[config.mk]
export PLATFORM = sky130hd
export DESIGN_NAME = cond_steer_stage
export DESIGN_NICKNAME = d
export VERILOG_FILES = /design/src/rtl/cond_steer_pkg.sv /design/src/rtl/sync_fifo.sv /design/src/rtl/cond_steer_stage.sv
export SDC_FILE = /design/constraint.sdc
export NUM_CORES = 1
export LEC_CHECK = 0
export CAP_MARGIN = 10
export CORE_UTILIZATION = 44
export CTS_CLUSTER_DIAMETER = 200
export DETAILED_ROUTE_END_ITERATION = 10
export HOLD_SLACK_MARGIN = 0.06
export PLACE_DENSITY = 0.75
export SYNTH_ARGS = -nofsm -noshare
export SYNTH_HDL_FRONTEND = slang
export SYNTH_SLANG_ARGS = --single-unit
export TNS_END_PERCENT = 1
[constraint.sdc]
create_clock -name cp -period 2.4 [get_ports cp]
set_clock_uncertainty 0.1 [all_clocks]
set_input_delay 0.24 -clock cp [delete_from_list [all_inputs] [get_ports cp]]
set_output_delay 0.24 -clock cp [all_outputs]
set_load 0.005 [all_outputs]
[src/rtl/cond_steer_pkg.sv]
// Shared types and helpers for the conditional steering stage.
// The FIFO entry is laid out {exb, sel, data}, MSB first.
package cond_steer_pkg;

    // Width of a channel select, never narrower than one bit.
    function automatic int sel_w(input int n);
        return (n > 1) ? $clog2(n) : 1;
    endfunction

    function automatic int entry_w(input int data_w, input int sel_width);
        return 1 + sel_width + data_w;
    endfunction

    // Widest drop counter supported; narrower counters saturate at a truncated copy.
    localparam int MAX_CNT_W = 64;
    localparam logic [MAX_CNT_W-1:0] CNT_SAT_FULL = '1;

    typedef enum logic [1:0] {
        HEAD_EMPTY,
        HEAD_FWD,
        HEAD_DROP
    } head_cls_e;

endpackage

[src/rtl/sync_fifo.sv]
// Single-clock FIFO with a synchronous active-high reset and a non-power-of-two depth.
// The head entry is presented combinationally from the read pointer.
module sync_fifo #(
    parameter int WIDTH = 8,
    parameter int DEPTH = 2
) (
    input  logic             clk,
    input  logic             rst,
    input  logic             push,
    input  logic             pop,
    input  logic [WIDTH-1:0] wdata,
    output logic [WIDTH-1:0] head,
    output logic             full,
    output logic             empty
);
    localparam int PTR_W    = (DEPTH > 1) ? $clog2(DEPTH) : 1;
    localparam int CNT_BITS = $clog2(DEPTH + 1);
    localparam logic [PTR_W-1:0]    LAST_PTR = PTR_W'(DEPTH - 1);
    localparam logic [CNT_BITS-1:0] FULL_CNT = CNT_BITS'(DEPTH);

    logic [WIDTH-1:0]    mem [DEPTH];
    logic [PTR_W-1:0]    wr_ptr;
    logic [PTR_W-1:0]    rd_ptr;
    logic [CNT_BITS-1:0] count;
    logic                do_push;
    logic                do_pop;

    assign full    = (count == FULL_CNT);
    assign empty   = (count == '0);
    assign do_push = push & ~full;
    assign do_pop  = pop & ~empty;

    // NOTE: sequential state uses non-blocking assignments so every register samples pre-edge values.
    always_ff @(posedge clk) begin
        if (rst) begin
            wr_ptr <= '0;
            rd_ptr <= '0;
            count  <= '0;
        end else begin
            if (do_push) wr_ptr <= (wr_ptr == LAST_PTR) ? '0 : wr_ptr + 1'b1;
            if (do_pop)  rd_ptr <= (rd_ptr == LAST_PTR) ? '0 : rd_ptr + 1'b1;
            case ({do_push, do_pop})
                2'b10:   count <= count + 1'b1;
                2'b01:   count <= count - 1'b1;
                default: count <= count;
            endcase
        end
    end

    // NOTE: storage is not reset; the count alone decides which entries are meaningful.
    always_ff @(posedge clk) begin
        if (do_push) mem[wr_ptr] <= wdata;
    end

    assign head = mem[rd_ptr];

endmodule

[src/rtl/cond_steer_stage.sv]
// Buffers packets, then steers passing ones to a one-hot output channel and
// discards failing or misaddressed ones, counting every discard.
module cond_steer_stage
    import cond_steer_pkg::*;
#(
    parameter int DATA_W     = 32,
    parameter int NUM_OUT    = 2,
    parameter int DEPTH      = 2,
    parameter int DISCARD_EN = 1,
    parameter int CNT_W      = 16,
    localparam int SEL_W     = sel_w(NUM_OUT)
) (
    input  logic               cp,
    input  logic               MR,
    input  logic               in_valid,
    output logic               in_ready,
    input  logic [DATA_W-1:0]  in_data,
    input  logic [SEL_W-1:0]   in_sel,
    input  logic               in_exb,
    output logic [NUM_OUT-1:0] out_valid,
    input  logic [NUM_OUT-1:0] out_ready,
    output logic [DATA_W-1:0]  out_data,
    output logic [CNT_W-1:0]   drop_cnt,
    output logic               sel_err
);
    localparam int ENTRY_W = entry_w(DATA_W, SEL_W);
    localparam logic [CNT_W-1:0] CNT_SAT   = CNT_W'(CNT_SAT_FULL);
    localparam logic [SEL_W:0]   NUM_OUT_V = (SEL_W + 1)'(NUM_OUT);

    typedef struct packed {
        logic              exb;
        logic [SEL_W-1:0]  sel;
        logic [DATA_W-1:0] data;
    } entry_t;

    entry_t       wr_entry;
    entry_t       head;
    logic [ENTRY_W-1:0] head_bits;
    logic         fifo_full;
    logic         fifo_empty;
    logic         sel_bad;
    logic         fwd_ready;
    logic         pop;
    head_cls_e    cls;

    assign wr_entry = '{exb: in_exb, sel: in_sel, data: in_data};
    assign head     = entry_t'(head_bits);
    assign in_ready = ~fifo_full;

    sync_fifo #(
        .WIDTH (ENTRY_W),
        .DEPTH (DEPTH)
    ) u_fifo (
        .clk   (cp),
        .rst   (MR),
        .push  (in_valid),
        .pop   (pop),
        .wdata (wr_entry),
        .head  (head_bits),
        .full  (fifo_full),
        .empty (fifo_empty)
    );

    // Selects beyond the channel count can only be dropped, never forwarded.
    assign sel_bad = ({1'b0, head.sel} >= NUM_OUT_V);

    always_comb begin
        cls = HEAD_EMPTY;
        if (!fifo_empty) begin
            cls = (((DISCARD_EN != 0) && !head.exb) || sel_bad) ? HEAD_DROP : HEAD_FWD;
        end
    end

    // NOTE: every output of a combinational block gets a default first, so no latch is inferred.
    always_comb begin
        out_valid = '0;
        fwd_ready = 1'b0;
        for (int i = 0; i < NUM_OUT; i++) begin
            if (cls == HEAD_FWD && head.sel == SEL_W'(i)) begin
                out_valid[i] = 1'b1;
                fwd_ready    = out_ready[i];
            end
        end
    end

    // A dropped head leaves in the same cycle regardless of downstream readiness.
    assign pop      = (cls == HEAD_DROP) | fwd_ready;
    assign out_data = head.data;

    always_ff @(posedge cp) begin
        if (MR) begin
            drop_cnt <= '0;
            sel_err  <= 1'b0;
        end else if (cls == HEAD_DROP) begin
            if (drop_cnt != CNT_SAT) drop_cnt <= drop_cnt + 1'b1;
            if (sel_bad)             sel_err  <= 1'b1;
        end
    end

endmodule
==> metrics.log <==
INFO  metric status = finished clean
INFO  metric postLayoutSetupSlackWorst = 0.1291 ns
INFO  metric cts_buffer_depth = 2
INFO  metric cp_num_buf_inv = 2
INFO  metric dpl.hpwl = 4770 um
INFO  metric finalHoldViolCount = 0
INFO  metric cp_max_fanout = 29
INFO  metric antenna_cells_inserted = 0
INFO  metric final_net_count = 382
INFO  metric cts_buffers = 9
INFO  metric overflow = 0
INFO  metric peakVddDrop = 0.5775 mV
INFO  metric fmaxAchievable = 440.4 MHz
INFO  metric replace_congestion = 0.8017
INFO  metric cp_cell_sequence = buf_12 > mux2_2 > clkdlybuf4s50_1
INFO  metric setup_viol = 0
INFO  metric cts.htree.levels = 3
INFO  metric total_leakage_power = 1.706 nW
INFO  metric cp-start-kind = register
INFO  metric fin_total_pwr = 0.004415 W
INFO  metric yosys.area.top_type = sky130_fd_sc_hd__edfxtp_1
INFO  metric avgViaCountPerCell = 5.118
INFO  metric cap_violations = 0
INFO  metric mappedNetlistArea = 3656 um2
INFO  metric yosysWarnings = 0
INFO  metric count_of_cell_instances_traversed_by_the_critical_path = 3
INFO  metric final.hold.worst_slack = 0.3680 ns
INFO  metric clk_transition_reported_paths = 0.10 ns
INFO  metric synth_cell_types = 42
INFO  metric sinks_on_clock_net = 89
INFO  metric max-slew-margin-rel = 0.6421
INFO  metric tightestPinTransition = 0.5319 ns
INFO  metric initial_core_util = 0.4635
INFO  metric critical_path_arrival = 1.93 ns
INFO  metric instance_count_of_the_mapped_netlist = 245
INFO  metric cts.repair.resized = 0
INFO  metric slew_violations = 0
INFO  metric route.detailed.wl_per_inst = 15.54 um
INFO  metric ys_seq_elements = 89
INFO  metric die-area = 8678 um2
INFO  metric boundaryPins = 91
INFO  metric timing.critical_path.to_type = output port
INFO  metric floorplan.rows = 32
INFO  metric cp_slowest_stage_delay = 0.51 ns
INFO  metric grt_pass1_wl = 10920 um
INFO  metric drt_pre_antenna_iters = 4
INFO  metric final.period_utilization = 0.9462
INFO  metric critical_path_class = reg2out
INFO  metric detailroute.via_count = 2293
INFO  metric clock_latency = 0.34 ns
INFO  metric number_of_antenna_violations_at_the_first_check_in_global_routing = 0
INFO  metric post_detailed_route_drc_marker_count = 0
INFO  metric totalWireLength = 6964 um
INFO  metric syn_to_final_growth = 35.11%
INFO  metric place_ws = 0.2823 ns
INFO  metric grt_max_degree = 35
INFO  metric tritoncts = yes
INFO  metric synth_area_per_cell = 14.92 um2
INFO  metric post_cts.repair.setup_buffers = 0
INFO  metric netlist_top_cells_area = sky130_fd_sc_hd__edfxtp_1, sky130_fd_sc_hd__mux2_2, sky130_fd_sc_hd__dfxtp_1, sky130_fd_sc_hd__nor2_1, sky130_fd_sc_hd__nor2b_1
INFO  metric die_w = 93.16 um
INFO  metric cellPowerDensity = 893.8 nW/um2
INFO  metric worst_hold_path_type = in2reg
INFO  metric cts-hold-fix-buffers = 0
INFO  metric synth-edff-count = 68
INFO  metric critPathRequiredTime = 2.06 ns
INFO  metric detailedRoute.firstIterationViolations = 96
INFO  metric hold-path-cell-count = 1
INFO  metric final_antenna_net_count = 0
INFO  metric ys_seq_area_frac = 0.6735
INFO  metric async_reset_ff_frac = 0
INFO  metric groute.usage.overall = 0.1658
INFO  metric fin_setup_tns = 0 ns
INFO  metric cts.root.buffer_cell = sky130_fd_sc_hd__clkbuf_8
INFO  metric synthesis.nets = 286
INFO  metric synth.top_cell.area_share = 0.5585
INFO  metric synthFlopType = sky130_fd_sc_hd__edfxtp_1
INFO  metric drive_gt1_frac = 0.2052
INFO  metric critPathSlowestCell = sky130_fd_sc_hd__dfxtp_2
INFO  metric vias_in_the_first_global_route = 2230
INFO  metric time_the_worst_path_needs_with_i_o_delays_and_setup = 2.271 ns
INFO  metric cpLargestDelayFamily = buffers and inverters
INFO  metric rsz0062_at_grt = false
INFO  metric io_buffers = 89
INFO  metric floorplan.die.height = 93.16 um
INFO  metric core_outline_area = 7888 um2
INFO  metric reg2reg_depth = 6
cells by family after synthesis:
kind of cell	synth area share
adders and majority gates	0.006844
and+or+nand+nor	0.1140
AOI/OAI and AO/OA	0.03730
buffers and inverters	0.01643
xor gates and xnor gates	0.007188
muxes	0.1437
DFF	0.6735
other	0.001026
cell usage after synthesis, drive strengths merged (2+ instances only):
cell type   n
inv         3
o21ai       5
mux2       42
nand3       6
nand2b      3
nor2       18
nand2       7
mux2i       4
nor2b       8
nor3        2
nor4b       2
buf         5
a21oi       6
nor4        6
ha          2
o21bai      2
xor2        2
or3         3
edfxtp     68
and4        2
dfxtp      21
a31oi       4
clkbuf      4
and3        4
nand4       5
through the flow:
step | util | std cells | area [um2]
floorplan | - | 245 | 3659
finish | 0.6263 | 448 | 4940
detailed placement | 0.5972 | 432 | 4711
global route | 0.6263 | 448 | 4940
CTS | 0.6263 | 448 | 4940
global placement | 0.5972 | 432 | 4711
cell usage in the layout (no fill, tap or decap), drive strengths merged:
cell type      Yosys  layout
clkdlybuf4s50      0      89
edfxtp            68      68
mux2              42      42
dfxtp             21      21
nor2              18      18
clkbuf             4       9
nor2b              8       8
nand2              7       7
inv                3       7
nand3              6       6
a21oi              6       6
nor4               6       6
o21ai              5       5
nand4              5       5
buf                5       5
a31oi              4       4
mux2i              4       4
and3               4       4
nand2b             3       3
or3                3       3
nor4b              2       2
xor2               2       2
and4               2       2
nor3               2       2
o21bai             2       2
ha                 2       2
bufinv             0       2
or2                1       1
nand3b             1       1
a32oi              1       1
a211oi             1       1
a311oi             1       1
o31a               1       1
or3b               1       1
xnor2              1       1
o31ai              1       1
or4                1       1
conb               1       1
clkinvlp           0       1
power breakdown:
group | leakage (nW) | internal (W) | switching, W
Clock | 0.113 | 0.000605 | 0.000550
Combinational | 0.786 | 0.000781 | 0.000484
Sequential | 0.807 | 0.00188 | 0.000110
Total | 1.71 | 0.00327 | 0.00114
per-layer routing:
| metal | routed length, um | vias to the layer above | GRT usage |
|---|---|---|---|
| met5 | 0 | - | 0 |
| met4 | 87 | 0 | 0.06154 |
| met3 | 312 | 8 | 0.03659 |
| met2 | 3417 | 59 | 0.2800 |
| met1 | 3146 | 1096 | 0.2086 |
| li1 | - | 1130 | - |
cell type report:
class,instances,area [um2]
clock inverters,7,105.1
clock buffers,9,123.9
repair buffers,94,965.9
well taps,102,127.6
fillers,629,2948
inverters,3,11.26
multi-input cells,144,1142
flip-flops and latches,89,2464
final timing paths:
kind	to	slack, ns	startpoint
min reg2reg	drop_cnt[1]$_SDFFE_PP0P_	0.44	drop_cnt[1]$_SDFFE_PP0P_
max	out_data[3]	0.13	register
min	u_fifo.mem[0][7]$_DFFE_PP_	0.37	in_data[7]
max reg2reg	u_fifo.count[1]$_SDFFE_PP0P_	0.27	register
state kept, by name, summed over array words and instances, names as in the netlist, named ones only:
name	flops
u_fifo.mem	68
drop_cnt	16
u_fifo.count	2
u_fifo.rd_ptr	1
u_fifo.wr_ptr	1
No activity file was read; power rests on OpenSTA's default activity.
